<file path="src/rtl/exc_ctrl.sv">
// rtl/exc_ctrl.sv - exception/interrupt sequencer: EPC save, cause/status update, vector and eret redirect.
// Optional external interrupt path is compiled in with EXC_IRQ_EN.
module exc_ctrl (
  input  logic        clk,
  input  logic        reset,
  input  logic [31:0] pc,
  input  logic        instr_valid,
  input  logic        exc_ri,
  input  logic        exc_sys,
  input  logic        exc_ov,
  input  logic        eret,
`ifdef EXC_IRQ_EN
  input  logic        irq,
`endif
  input  logic [31:0] epc_in,
  output logic        epc_write,
  output logic [31:0] epc_pc,
  output logic [31:0] cause,
  output logic [31:0] status,
  output logic        redirect,
  output logic [31:0] redirect_pc,
  output logic        stall
);

  typedef enum logic [1:0] {IDLE, SAVE, VECTOR, RET} state_t;

  localparam logic [31:0] VECTOR_PC = 32'h0000_0800;

  state_t      state_q, state_d;
  logic [4:0]  code_q, code_d;
  logic [4:0]  cause_q, cause_d;
  logic        exl_q, exl_d;
  logic        ie_q, ie_d;
  logic        epc_write_q, epc_write_d;
  logic [31:0] epc_pc_q, epc_pc_d;
  logic        redirect_q, redirect_d;
  logic [31:0] redirect_pc_q, redirect_pc_d;
  logic        stall_q, stall_d;

  logic irq_w;
  logic sync_exc;
  logic take_irq;

`ifdef EXC_IRQ_EN
  assign irq_w = irq;
`else
  assign irq_w = 1'b0;
`endif

  always_comb begin
    sync_exc      = instr_valid & (exc_ri | exc_sys | exc_ov);
    take_irq      = irq_w & ie_q & ~exl_q;
    state_d       = state_q;
    code_d        = code_q;
    cause_d       = cause_q;
    exl_d         = exl_q;
    ie_d          = ie_q;
    epc_write_d   = 1'b0;
    epc_pc_d      = 32'h0;
    redirect_d    = 1'b0;
    redirect_pc_d = 32'h0;
    stall_d       = stall_q;

    case (state_q)
      IDLE: begin
        if (sync_exc || take_irq) begin
          if (exc_ri && instr_valid)       code_d = 5'd10;
          else if (exc_sys && instr_valid) code_d = 5'd8;
          else if (exc_ov && instr_valid)  code_d = 5'd12;
          else                             code_d = 5'd0;
          // A nested exception keeps the original EPC untouched.
          epc_write_d = ~exl_q;
          if (!exl_q) epc_pc_d = sync_exc ? pc : pc + 32'd4;
          stall_d = 1'b1;
          state_d = SAVE;
        end else if (instr_valid && eret) begin
          redirect_d    = 1'b1;
          redirect_pc_d = epc_in;
          stall_d       = 1'b1;
          state_d       = RET;
        end
      end
      SAVE: begin
        cause_d       = code_q;
        exl_d         = 1'b1;
        redirect_d    = 1'b1;
        redirect_pc_d = VECTOR_PC;
        state_d       = VECTOR;
      end
      VECTOR: begin
        stall_d = 1'b0;
        state_d = IDLE;
      end
      RET: begin
        exl_d   = 1'b0;
        stall_d = 1'b0;
        state_d = IDLE;
      end
      default: begin
        stall_d = 1'b0;
        state_d = IDLE;
      end
    endcase
  end

  always_ff @(posedge clk) begin
    if (!reset) begin
      state_q       <= IDLE;
      code_q        <= 5'd0;
      cause_q       <= 5'd0;
      exl_q         <= 1'b0;
      ie_q          <= 1'b1;
      epc_write_q   <= 1'b0;
      epc_pc_q      <= 32'h0;
      redirect_q    <= 1'b0;
      redirect_pc_q <= 32'h0;
      stall_q       <= 1'b0;
    end else begin
      state_q       <= state_d;
      code_q        <= code_d;
      cause_q       <= cause_d;
      exl_q         <= exl_d;
      ie_q          <= ie_d;
      epc_write_q   <= epc_write_d;
      epc_pc_q      <= epc_pc_d;
      redirect_q    <= redirect_d;
      redirect_pc_q <= redirect_pc_d;
      stall_q       <= stall_d;
    end
  end

  assign epc_write   = epc_write_q;
  assign epc_pc      = epc_pc_q;
  assign redirect    = redirect_q;
  assign redirect_pc = redirect_pc_q;
  assign stall       = stall_q;
  assign cause       = {25'h0, cause_q, 2'b00};
  assign status      = {30'h0, exl_q, ie_q};

endmodule

</file>
<file path="config.mk">
export PLATFORM = sky130hd
export DESIGN_NAME = exc_ctrl
export DESIGN_NICKNAME = d
export VERILOG_FILES = /design/src/rtl/exc_ctrl.sv
export SDC_FILE = /design/constraint.sdc
export NUM_CORES = 1
export LEC_CHECK = 0
export ABC_AREA = 1
export CAP_MARGIN = 20
export CORE_MARGIN = 4
export CORE_UTILIZATION = 37
export CTS_CLUSTER_SIZE = 20
export DETAILED_ROUTE_END_ITERATION = 7
export PLACE_DENSITY = 0.92
export SLEW_MARGIN = 15
export SYNTH_ARGS = -nofsm -noshare
export SYNTH_HDL_FRONTEND = slang
export SYNTH_SLANG_ARGS = --single-unit
</file>
<file path="constraint.sdc">
create_clock -name clk -period 1.89 [get_ports clk]
set_input_delay 0.189 -clock clk [delete_from_list [all_inputs] [get_ports clk]]
set_output_delay 0.189 -clock clk [all_outputs]
set_load 0.01 [all_outputs]
</file>
# After elaboration in Yosys (flattened, before gate mapping)
# Index checks and enable logic that the tools add are counted.
[totals] reg_bits=80 mem_bits_rw=0 mem_bits_ro=0 inputBits=71 out_inout_bits=131 latch_bits=0 memories=0 elab_cells=48
[classes] n_reduce_logical=12 shift=0 n_eq_ne=4 mul=0 order_cmp=0 addsub=0 div_mod_pow=0 bitwise_logic=7 muxes=16
[ops] op="$mux 32" count=2
[ops] op="$pmux 32 s2" count=1
[ops] op="$mux 4" count=3
[ops] op="$pmux 1 s2" count=3
[ops] op="$pmux 2 s3" count=1
[ops] op="$eq 2x2->1 const B" count=2
[ops] op="$logic_and 1x1->1" count=4
[ops] op="$mux 1" count=4
[ops] op="$mux 2" count=2
[ops] op="$not 1->1" count=4
[ops] op="$reduce_and 2->1" count=2
[ops] op="$reduce_bool 2->1" count=2
[ops] op="$reduce_or 4->1" count=1
[ops] op="$ne 3x3->1 const B" count=1
[ops] op="$reduce_and 3->1" count=1
[ops] op="$eq 2x1->1 const B" count=1
[ops] op="$logic_not 2->1" count=1
[ops] op="$or 1x1->1" count=2
[ops] op="$reduce_or 2->1" count=1
[ops] op="$and 1x1->1" count=1

# Longest topological paths before layout
# Gate-level depths: netlist of the first run.
[depth] word_depth=5 ltp_mapped=5 mapped_depth_nobuf=5

# Worst setup path after synthesis of the first run
# No wires, ideal clock.
[synth_path] kind="register -> register" start="register state_q[0]" end="register cause_q[1]" path_buffers=0 required_time_ps=1774 slack_ps=871 arrival_time_ps=903 synth_period_minus_slack_ps=1019 setup_time_ps=116 stages_incl_launch_ff=6 path_cell_list="dfxtp_1 > inv_1 > nor2_1 > inv_1 > nor2_1 > nor2_1"
[synth_between] elab_chain_len=1
[synth_rtl] element="from (decl)" line_no="29" text="state_t state_q, state_d;"
[synth_rtl] element="from (signal assigned)" line_no="119" text="state_q <= state_d;"
[synth_rtl] element="$eq 2x1->1" line_no="64" text="case (state_q)"
[synth_rtl] element="to (signal assigned)" line_no="121" text="cause_q <= cause_d;"
[synth_rtl] element="to (decl)" line_no="31" text="logic [4:0] cause_q, cause_d;"
# No other way between the ends.
# A chain may end at the register's enable or synchronous reset.

# Final worst setup path of the first run
[layout_path] start="register exl_q" end="output status[1]"
[layout_lines] element="from (decl)" line_no="32" text="logic exl_q, exl_d;"
[layout_lines] element="from (signal assigned)" line_no="122" text="exl_q <= exl_d;"
[layout_lines] element="to (decl)" line_no="19" text="output logic [31:0] status,"
# No word-level cell between the ends.

==> results.rst, run 1 <==
.. list-table::
   :header-rows: 1

   * - Metric
     - Value
   * - Worst R2R Setup Slack
     - 690 ps
   * - Placed Instances
     - 553
   * - Setup violation total in the final timing report
     - 0
   * - Buffers plus inverters on the worst setup path
     - 1
   * - Antenna violations before repair
     - 0
   * - TritonCTS clock tree
     - yes
   * - Iteration count of the initial detailed-routing pass
     - 4
   * - Area Overhead vs Synth
     - 51.8%
   * - Portion of total power attributed to the clock network
     - 0.358
   * - Summed instance area of the synthesized netlist
     - 2830 um^2
   * - Die area
     - 9100 um^2
   * - Static Leak
     - 1.88 nW
   * - Final core utilization
     - 0.585
   * - Highest clock frequency the design can meet
     - 668 MHz
   * - Worst min-delay path category
     - in2reg
   * - Antenna Cells
     - 0
   * - Io pins
     - 202
   * - Max rail drop VDD
     - 0.427 mV
   * - Unrepaired setup endpoints after global routing
     - no
   * - Routability-driven placement congestion ratio
     - 0.714
   * - Share of the clock period used by the worst path
     - 0.793
   * - Peak per-stage delay on the critical path
     - 600 ps
   * - Htree depth
     - 3
   * - Overall die height
     - 95.4 um
   * - Clk sinks
     - 76
   * - Synth Instances
     - 322
   * - Distinct cell type count after synthesis
     - 19
   * - Class of the most critical setup path
     - reg2out
   * - Critical path, cell by cell
     - clkdlybuf4s50_1
   * - Reg-to-reg endpoint
     - cause_q[1]$_SDFFE_PN0P_
   * - Fraction of layout instances using a drive strength above 1
     - 0.0936
   * - Internal power contribution
     - 0.00257 W
   * - Insertion delay to the later sink of the worst-skew pair
     - 330 ps
   * - R2R depth
     - 5
   * - Share of synthesized area occupied by flip-flops and latches
     - 0.539
   * - Worst Hold Launch
     - pc[31]
   * - Slowest CP cell
     - sky130_fd_sc_hd__clkdlybuf4s50_1
   * - Number of standard-cell rows in the floorplan
     - 31
   * - Largest clock skew in the final design
     - 10.2 ps
   * - Switching share of power
     - 0.248
   * - Hold path depth
     - 3
   * - Result of the run
     - complete, no violations
   * - Data arrival at the endpoint of the critical path
     - 1310 ps
   * - Vias/cell
     - 3.95
   * - Wirelength per Cell
     - 12.2 um
   * - Count of hold buffers inserted by post-cts repair
     - 0
   * - Logic gate share of total power
     - 0.149
   * - Fraction of power consumed by sequential logic
     - 0.493
   * - Die extent in x
     - 95.4 um
   * - Flip-flop and latch count after synthesis
     - 76
   * - Post-Layout Cell Count
     - 569
   * - Buffers inserted by post-CTS timing repair
     - 0
   * - Maximum number of pins on one net before global-route repair
     - 34
   * - Routed via count
     - 2249
   * - WP data required
     - 1700 ps
   * - Hold Fails Final Rpt
     - 0
   * - Commonest cells after routing, fill and taps aside
     - sky130_fd_sc_hd__clkdlybuf4s50_1 (141), sky130_fd_sc_hd__dfxtp_1 (76), sky130_fd_sc_hd__conb_1 (60)
   * - Residual DRC count
     - 0
   * - Global-route wire length before repair
     - 9880 um
   * - Final count of pins violating max slew
     - 0
   * - Clock transition at the registers of the reported paths
     - 80 ps
   * - Leading cell type in the layout, fill and taps excluded
     - sky130_fd_sc_hd__clkdlybuf4s50_1
   * - Gate family responsible for the most delay along the worst path
     - buffers and inverters
   * - Routed Wire Length
     - 6950 um
   * - Residual overflow from global routing
     - 0
   * - Startpoint kind of the worst setup timing path
     - flop
   * - Switching power of the nets
     - 0.000847 W
   * - Average footprint of a synthesized cell
     - 8.77 um^2
   * - CP max FO
     - 3
   * - Largest buffer count on any clock path
     - 2
   * - Resized cells post-CTS
     - 0
   * - Count of routing violations after the opening detailed-route iteration
     - 38
   * - Number of buffers added by the clock tree synthesis step
     - 9
   * - Total Neg Setup Slack
     - 0 ps
   * - Overall Power
     - 0.00341 W
   * - Endpoint of the worst hold-timing path
     - epc_pc[31]$_SDFF_PP0_
   * - HPWL after detailed placement
     - 5500 um
   * - Buffers on Ports
     - 141
   * - Global-route usage over all layers
     - 0.142
   * - Starting density of the core
     - 0.385
   * - Max-cap violations
     - 0
   * - Number of nets with antenna violations after detailed routing
     - 0
   * - CTS Root Cell
     - sky130_fd_sc_hd__clkbuf_8
   * - Reg-to-Reg Start
     - state_q[0]$_SDFFE_PN0P_
   * - Number of nets in the layout
     - 536
   * - Pwr dens
     - 796 nW/um^2
   * - Clock period minus worst slack
     - 1500 ps
   * - Endpoint class of the critical path
     - output port
   * - Number of warnings issued by yosys
     - 0
   * - Vias in the first global route
     - 2137
   * - Placeable Area
     - 7330 um^2
-- logic make-up after synthesis --
family	share of synthesized area
compound gates	0.0239
buf+inv	0.246
flops	0.539
other cells	0.00266
simple gates	0.189
-- per-layer routing --
layer,GRT usage,wire [um],vias up,share of wire
met2,0.278,3600,136,0.52
met4,0.0675,114,0,0.016
met5,0,0,-,0
li1,-,-,1110,-
met1,0.143,2470,992,0.36
met3,0.0268,767,11,0.11
-- worst max-delay path by stage --
stage	end	depth (start not counted)	startpoint
2_1_floorplan	cause_q[1]$_SDFFE_PN0P_	5	state_q[0]$_SDFFE_PN0P_
3_3_place_gp	redirect_pc[13]$_SDFF_PN0_	6	reset
3_5_place_dp	redirect_pc[12]$_SDFF_PN0_	6	reset
4_1_cts	status[1]	1	exl_q$_SDFFE_PN0P_
5_1_grt	status[1]	1	exl_q$_SDFFE_PN0P_
6_report	status[1]	1	exl_q$_SDFFE_PN0P_
-- flip-flops by register name, indices dropped and copies added (netlist names) --
register	cells
exl_q	1
epc_pc	32
redirect	1
epc_write	1
code_q	3
stall	1
state_q	2
redirect_pc	32
cause_q	3
-- area by class of cell --
class	instances	area (um^2)
fill	619	3040
clock inverter	6	63.8
tap	99	124
inverter	42	158
timing repair buffer	144	1460
clock buffer	10	138
multi-input combinational	192	826
sequential	76	1520
-- Yosys cell counts (all sizes together) --
cell    number  area [um^2]
a21boi       1         7.51
a21oi        8         40.0
buf         70          538
conb         2         7.51
dfxtp       76         1520
inv         42          158
nand2       38          155
nand3        9         50.1
nand4        1         6.26
nor2        70          305
nor3         1         16.3
o21ai        4         20.0
-- stage by stage --
stage / area [um^2] / setup WS, ps / hold slack [ps]
after floorplan: 3040 / 871 / 301
after global placement: 4090 / 345 / 445
after detailed placement: 4090 / 295 / 450
after CTS: 4290 / 364 / 350
after global routing: 4290 / 348 / 376
final: 4290 / 392 / 376
-- power groups by stage --
stage | Combinational (W) | Clock [W] | Sequential, W
2_1_floorplan | 0.000299 | 0 | 0.00174
3_3_place_gp | 0.000497 | 0 | 0.00172
3_5_place_dp | 0.000508 | 0 | 0.00172
4_1_cts | 0.000511 | 0.00126 | 0.00168
5_1_grt | 0.000555 | 0.00133 | 0.00169
6_report | 0.000509 | 0.00122 | 0.00168
(Power assumes the default switching activity.)
==> run 2, diff against run 1 <==
Settings changed: CORE_UTILIZATION 37 to 31, PLACE_DENSITY 0.92 to 0.83.
Clock period 1.89 ns to 1.2 ns, I/O delays scaled along.
==> results.rst, run 2 (synthesis results as in run 1) <==
.. list-table::
   :header-rows: 1

   * - Metric
     - Value
   * - Hold Fails Final Rpt
     - 0
   * - Commonest cells after routing, fill and taps aside
     - sky130_fd_sc_hd__dfxtp_1 (75), sky130_fd_sc_hd__dlygate4sd2_1 (71), sky130_fd_sc_hd__clkdlybuf4s50_1 (70)
   * - Buffers plus inverters on the worst setup path
     - 1
   * - Hold path depth
     - 3
   * - Slowest CP cell
     - sky130_fd_sc_hd__dfxtp_1
   * - Crit. path cell count
     - 1
   * - Vias in the first global route
     - 2220
   * - Clock period minus worst slack
     - 1160 ps
   * - Reg-to-Reg Start
     - state_q[1]$_SDFFE_PN0P_
   * - Startpoint kind of the worst setup timing path
     - flop
   * - Routed Wire Length
     - 6990 um
   * - Global-route wire length before repair
     - 10100 um
   * - Io pins
     - 202
   * - Gate family responsible for the most delay along the worst path
     - flip-flops
   * - Multi-input combinational cell area
     - 831 um^2
   * - CP max FO
     - 3
   * - Highest clock frequency the design can meet
     - 863 MHz
   * - Endpoint class of the critical path
     - output port
   * - Largest buffer count on any clock path
     - 2
   * - Share of the clock period used by the worst path
     - 0.965
   * - Clk sinks
     - 76
   * - Number of buffers added by the clock tree synthesis step
     - 9
   * - Class of the most critical setup path
     - reg2out
   * - Buffers on Ports
     - 141
   * - Post-placement setup slack
     - -224 ps
   * - Placeable Area
     - 8810 um^2
   * - Routed via count
     - 2268
   * - Worst R2R Setup Slack
     - 110 ps
   * - Maximum number of pins on one net before global-route repair
     - 34
   * - Storage cell area
     - 1520 um^2
   * - Die area
     - 10700 um^2
   * - Count of fill cells added during filler insertion
     - 865
   * - Residual DRC count
     - 0
   * - Htree depth
     - 3
   * - Critical Path Start
     - exl_q$_SDFFE_PN0P_
   * - Largest clock skew in the final design
     - 12.3 ps
   * - Residual overflow from global routing
     - 0
   * - WP data required
     - 1080 ps
   * - Antenna violations before repair
     - 0
   * - Worst Hold Launch
     - pc[25]
   * - Insertion delay to the later sink of the worst-skew pair
     - 350 ps
   * - Final count of pins violating max slew
     - 0
   * - Crit path setup slack, layout
     - 41.6 ps
   * - Pwr dens
     - 1240 nW/um^2
   * - Leading cell type in the layout, fill and taps excluded
     - sky130_fd_sc_hd__dfxtp_1
   * - CTS Root Cell
     - sky130_fd_sc_hd__clkbuf_8
   * - Count of routing violations after the opening detailed-route iteration
     - 30
   * - Static Leak
     - 2.23 nW
   * - Vias/cell
     - 3.88
   * - HPWL after detailed placement
     - 5660 um
   * - Max-cap violations
     - 0
   * - Area Overhead vs Synth
     - 50.4%
   * - Max rail drop VDD
     - 0.453 mV
   * - Number of standard-cell rows in the floorplan
     - 34
   * - Peak per-stage delay on the critical path
     - 380 ps
   * - Routability-driven placement congestion ratio
     - 0.800
   * - Overall Power
     - 0.00525 W
   * - R2R depth
     - 4
   * - Fraction of layout instances using a drive strength above 1
     - 0.105
   * - Number of nets with antenna violations after detailed routing
     - 0
   * - Overall die height
     - 103 um
   * - Unrepaired setup endpoints after global routing
     - no
   * - Number of nets in the layout
     - 543
   * - Critical path, cell by cell
     - dlygate4sd2_1
   * - Data arrival at the endpoint of the critical path
     - 1040 ps
   * - Result of the run
     - complete, no violations
   * - Setup violation total in the final timing report
     - 0
   * - Iteration count of the initial detailed-routing pass
     - 4
   * - TritonCTS clock tree
     - yes
   * - Clock transition at the registers of the reported paths
     - 80 ps
   * - Wirelength per Cell
     - 12.0 um
   * - Antenna Cells
     - 0
   * - Die extent in x
     - 103 um
   * - Worst min-delay path category
     - in2reg
   * - Global-route usage over all layers
     - 0.125
   * - Starting density of the core
     - 0.321
-- run 2: through the flow --
step	hold WS (ps)	cell area (um^2)	instances	util	TNS (ps)
3_5_place_dp	435	4150	569	0.471	-11200
3_3_place_gp	438	4150	569	0.471	-9970
2_1_floorplan	232	3040	380	-	0
6_report	287	4250	584	0.483	0
4_1_cts	272	4240	584	0.482	0
5_1_grt	274	4250	584	0.483	0
-- run 2: final timing paths --
check,endpoint
setup / recovery,status[1]
hold / removal,epc_pc[25]$_SDFF_PP0_
setup reg to reg,redirect_pc[27]$_SDFF_PN0_
hold reg to reg,cause_q[3]$_SDFFE_PN0P_
-- run 2: final cells by class --
type / count / share of cell area
clock buffer: 10 / 0.0300
clock inverter: 5 / 0.0127
inverter: 42 / 0.0371
multi-input combinational: 192 / 0.195
sequential: 76 / 0.358
tap: 108 / 0.0318
timing repair buffer: 151 / 0.335
-- run 2: routing by layer --
| metal | wire length (um) | GRT usage | part of all wire | up-vias |
|---|---|---|---|---|
| li1 | - | - | - | 1120 |
| met1 | 2380 | 0.114 | 0.34 | 1002 |
| met2 | 3680 | 0.240 | 0.53 | 133 |
| met3 | 789 | 0.0456 | 0.11 | 13 |
| met4 | 137 | 0.0627 | 0.020 | 0 |
| met5 | 0 | 0 | 0 | - |
-- run 2: repair_timing --
action,4_1_cts,5_1_grt
cloned,0,0
hold buffers,0,0
setup buffers,0,0
setup endpoints to repair,71,10
resized for setup,71,2
-- run 2: power breakdown --
part / switching [W] / internal (W)
Clock: 0.000892 / 0.000942
Sequential: 0.0000374 / 0.00261
Combinational: 0.000383 / 0.000381
Total: 0.00131 / 0.00394
==> run 3, diff against run 2 <==
Settings changed: GPL_TIMING_DRIVEN from default to 1.
==> results of run 3 <==
No change in the layout: final DEF, timing and power equal those of run 2.
